`config.mk`:
```
export PLATFORM = sky130hd
export DESIGN_NAME = addsub_seq
export DESIGN_NICKNAME = d
export VERILOG_FILES = /design/src/rtl/addsub_seq.sv
export SDC_FILE = /design/constraint.sdc
export NUM_CORES = 1
export LEC_CHECK = 0
export CAP_MARGIN = 0
export CORE_AREA = 8 8 176 145
export CTS_CLUSTER_DIAMETER = 50
export DETAILED_ROUTE_END_ITERATION = 7
export DIE_AREA = 0 0 184 153
export PLACE_DENSITY = 0.8
export SYNTH_ARGS = -nofsm -noshare
export SYNTH_HDL_FRONTEND = slang
export SYNTH_SLANG_ARGS = --single-unit
```
`constraint.sdc`:
```
create_clock -name clk -period 7 [get_ports clk]
set_clock_uncertainty 0.15 [all_clocks]
set_input_delay 1.05 -clock clk [delete_from_list [all_inputs] [get_ports clk]]
set_output_delay 1.05 -clock clk [all_outputs]
set_load 0.02 [all_outputs]
```
`src/rtl/addsub_seq.sv`:
```
// Multi-cycle two's-complement adder/subtractor for the EX-stage ALU.
// Processes WIDTH bits as WIDTH/CHUNK slices, one per clock, carry held between.
module addsub_seq #(
   parameter int WIDTH = 64,
   parameter int CHUNK = 16
) (
   input  logic             clk,
   input  logic             rst,
   input  logic             start,
   input  logic             sub,
   input  logic [WIDTH-1:0] a,
   input  logic [WIDTH-1:0] b,
   output logic             busy,
   output logic             done,
   output logic [WIDTH-1:0] result,
   output logic             c_out,
   output logic             zf,
   output logic             sf,
   output logic             of
);

   localparam int N  = WIDTH / CHUNK;
   localparam int IW = (N > 1) ? $clog2(N) : 1;
   localparam int M  = WIDTH - 1;
   localparam logic [IW-1:0] LAST = IW'(N - 1);

   typedef enum logic [1:0] {
      S_IDLE,
      S_RUN,
      S_DONE
   } state_t;

   state_t           state;
   state_t           state_next;
   logic [WIDTH-1:0] a_q;
   logic [WIDTH-1:0] b_q;
   logic             carry;
   logic [IW-1:0]    idx;
   logic [WIDTH-1:0] acc;
   logic [WIDTH-1:0] acc_next;
   logic [CHUNK:0]   slice_sum;
   logic             last;
   int               base;

   assign last = (idx == LAST);
   assign busy = (state != S_IDLE);
   assign done = (state == S_DONE);

   // next-state logic: accept in IDLE, run N slices, one DONE cycle
   always_comb begin
      state_next = state;
      unique case (state)
         S_IDLE:  if (start) state_next = S_RUN;
         S_RUN:   if (last) state_next = S_DONE;
         S_DONE:  state_next = S_IDLE;
         default: state_next = S_IDLE;
      endcase
   end

   // one slice of the addition, merged into the accumulator image
   always_comb begin
      base      = int'(idx) * CHUNK;
      slice_sum = {1'b0, a_q[base +: CHUNK]}
                + {1'b0, b_q[base +: CHUNK]}
                + {{CHUNK{1'b0}}, carry};
      acc_next  = acc;
      acc_next[base +: CHUNK] = slice_sum[CHUNK-1:0];
   end

   // state register
   always_ff @(posedge clk) begin
      if (rst) state <= S_IDLE;
      else     state <= state_next;
   end

   // operand latch, slice index, carry chain and accumulator
   always_ff @(posedge clk) begin
      if (rst) begin
         a_q   <= '0;
         b_q   <= '0;
         carry <= 1'b0;
         idx   <= '0;
         acc   <= '0;
      end else begin
         case (state)
            S_IDLE: begin
               if (start) begin
                  a_q   <= a;
                  b_q   <= sub ? ~b : b;
                  carry <= sub;
                  idx   <= '0;
               end
            end
            S_RUN: begin
               acc   <= acc_next;
               carry <= slice_sum[CHUNK];
               idx   <= idx + IW'(1);
            end
            default: ;
         endcase
      end
   end

   // result and flags load only on the edge entering DONE
   always_ff @(posedge clk) begin
      if (rst) begin
         result <= '0;
         c_out  <= 1'b0;
         zf     <= 1'b0;
         sf     <= 1'b0;
         of     <= 1'b0;
      end else if (state == S_RUN && last) begin
         result <= acc_next;
         c_out  <= slice_sum[CHUNK];
         zf     <= (acc_next == '0);
         sf     <= acc_next[M];
         // b_q holds ~b for sub, so one rule covers add and sub
         of     <= (a_q[M] == b_q[M]) && (acc_next[M] != a_q[M]);
      end
   end

endmodule

```
==> impl_metrics.csv <==
group,metric,value,unit
worst_hold_path,hold_class,"reg -> reg",
sta,rsz0062_at_grt,"no",
sta,max_freq,195,MHz
global_routing,first_global_vias,10100,
setup_path,arrival,5380,ps
global_routing,grt-ovfl-total,0,
clock_tree,clk_latency,540,ps
detailed_routing,wl,36.2,mm
die,die_w,184,um
yosys,yosysSeqAreaShare,43.9,%
detailed_routing,routed_via_density,5.86,
die,dieArea,28200,sq um
clock_tree,clock-sinks,264,
cells_and_area,regArea,5290,sq um
die,ios,202,
sta,fin_setup_tns,0,ps
clock_tree,cts_resized,0,
sta,slew_violations,0,
yosys,syn_area,12000,sq um
clock_tree,cts_tree,"built",
die,core,22800,sq um
yosys,syn-mean-instance-area,9.02,sq um
yosys,synth_cell_type_count,65,
clock_tree,postCtsSetupRepairBufs,0,
yosys,synth_edf_count,0,
detailed_routing,antenna_left,0,
place,gp_congestion,0.980,
cells_and_area,fin_util,65.8,%
cells_and_area,final_common_cell,"dfxtp_1",
cells_and_area,diodes,0,
place,hpwl,25.8,mm
clock_tree,cts_buffer_depth,3,
setup_path,critPathCaptureType,"flip-flop",
clock_tree,cts-buffers-inserted,28,
status,status,"finished clean",
sta,fin_crit_sh,73.1,%
clock_tree,clk_pin_slew_worst_paths,60,ps
clock_tree,htree_num_levels,1,
detailed_routing,drc,0,
die,fp-row-count,50,
cells_and_area,drive_gt1_share,8.75,%
die,initial_core_util,52.8,%
setup_path,critPathKind,"reg -> reg",
yosys,synth-seq-cells,264,
clock_tree,clockRootBuffer,"clkbuf_16",
yosys,synth-main-ff-cell,"dfxtp_1",
pwr,powerDensity,250,nW/um^2
yosys,syn-num-nets,1488,
sta,setup_viol,0,
cells_and_area,nFillCells,1876,
place,port_buffers,201,
sta,slew-limit-headroom,21.0,%
pwr,p_leak,0.00525,uW
setup_path,start_kind,"flip-flop",
sta,finalHoldViolations,0,
detailed_routing,num_vias,10500,
clock_tree,postCtsHoldBufs,0,
cells_and_area,area_growth,24.7,%
global_routing,grt.total_usage,24.9,%
yosys,syn-instance-count,1333,
yosys,yosysWarnings,0,
global_routing,grt_max_degree,112,
detailed_routing,drt-initial-drc-count,1218,
detailed_routing,first_pass_iters,5,
cells_and_area,multiInputGateArea,6220,sq um
pwr,peakVddDrop,0.000170,V
run,drv_cap,0,
setup_path,crit_fanout,24,
setup_path,worst_ep_required_time,7270,ps
yosys,async_reset_ff_share,0,%
cells_and_area,final_nets,1618,
sta,layout_min_cycle_time,5120,ps
detailed_routing,wl_per_cell,20.1,um
global_routing,grt_pass1_wl,56.7,mm
cells_and_area,most-common-layout-cells,"262 x dfxtp_1, 223 x nor2_1, 199 x clkdlybuf4s50_1, 157 x a211oi_1, 150 x nand2_1",
sta,worst_pin_slew,1180,ps
die,fp.dieH,153,um
global_routing,antenna_found_initial,0,
area by class of cell:
cell class,instances,share of cell area [%]
clock buffers,37,5.31
clock inverters,15,0.726
inverters,15,0.467
multi-input cells,939,41.5
flip-flops and latches,264,35.3
well taps,312,2.60
repair buffers,215,14.1
kinds of logic (layout without fill, tap and decap cells):
kind of cell / count (synthesis) / count (layout) / share of synthesized area (%)
mux: 32 / 32 / 5.99
buf+inv: 130 / 282 / 4.64
compound gates: 357 / 357 / 21.2
xor+xnor: 75 / 75 / 5.71
simple gates: 452 / 452 / 16.0
flops: 264 / 264 / 43.9
fa+ha+maj: 23 / 23 / 2.52
path summary, 6_finish.rpt:
kind,from,end,slack (ps),cells after the start
worst max-delay path,idx[1]$_SDFFE_PP0P_,zf$_SDFFE_PP0P_,1880,12
worst min-delay path,a_q[20]$_SDFFE_PP0P_,a_q[20]$_SDFFE_PP0P_,300,2
worst max register to register,idx[1]$_SDFFE_PP0P_,zf$_SDFFE_PP0P_,1880,12
worst min register to register,a_q[20]$_SDFFE_PP0P_,a_q[20]$_SDFFE_PP0P_,300,2
cells in the mapped netlist, drive strengths merged (3+ instances only):
cell type,number,share of area (%)
o31ai,3,0.23
a221oi,18,1.5
a21oi,82,3.4
a31oi,3,0.21
a22oi,56,3.7
and2,4,0.21
and3,3,0.16
o22ai,7,0.47
clkbuf,88,2.7
or4,5,0.41
dfxtp,264,44
nor3,27,1.1
nand2,151,4.7
nor2b,3,0.16
inv,14,0.44
nand4,5,0.26
nor2,223,7.0
o21ai,11,0.46
and2b,3,0.24
a211oi,157,9.8
xor2,5,0.55
nor4bb,3,0.25
xnor2,70,5.2
buf,27,1.3
nand3,5,0.21
nor4,8,0.42
ha,21,2.2
mux4,32,6.0
a21o,7,0.44
worst max-delay path: stages, from the launching register on:
cell and delay (ps):
dfxtp_2 800, mux4_2 610, fa_1 450, fa_1 420, a21o_1 240, a221oi_1 460, nor3_1 110, o31ai_1 320
a21oi_1 140, a31oi_1 860, o21ai_0 210, nand2_1 140, o31ai_2 70
metrics by stage:
stage / instances / area (sq um) / hold WS [ps] / power, uW / setup WS (ps)
floorplan: 1333 / 12000 / 282 / 2090 / 2090
global placement: 1745 / 14100 / 288 / 2310 / 2050
detailed placement: 1745 / 14100 / 293 / 2330 / 2020
CTS: 1797 / 15000 / 302 / 3740 / 1970
global route: 1797 / 15000 / 320 / 3880 / 1640
finish: 1797 / 15000 / 304 / 3750 / 1880
flip-flops by register name (all words and copies together), names as in the netlist:
register  cells
a_q          64
acc          64
b_q          64
result       64
idx           2
state         2
c_out         1
carry         1
of            1
zf            1
where the power goes:
| part | switching, uW | leakage (uW) | internal, uW |
|---|---|---|---|
| combinational | 389 | 0.00265 | 275 |
| sequential | 64.2 | 0.00216 | 1590 |
| clock | 623 | 0.000443 | 809 |
layer usage:
| layer | part of all wire [%] | wire length (um) | vias to the layer above | global-route usage, % |
|---|---|---|---|---|
| met3 | 11 | 4100 | 58 | 8.05 |
| met2 | 42 | 15200 | 499 | 36.1 |
| met5 | 0 | 0 | - | 0 |
| met1 | 45 | 16200 | 4921 | 35.6 |
| met4 | 1.8 | 647 | 0 | 5.02 |
| li1 | - | - | 5057 | - |
No activity file was read; power rests on OpenSTA's default activity.
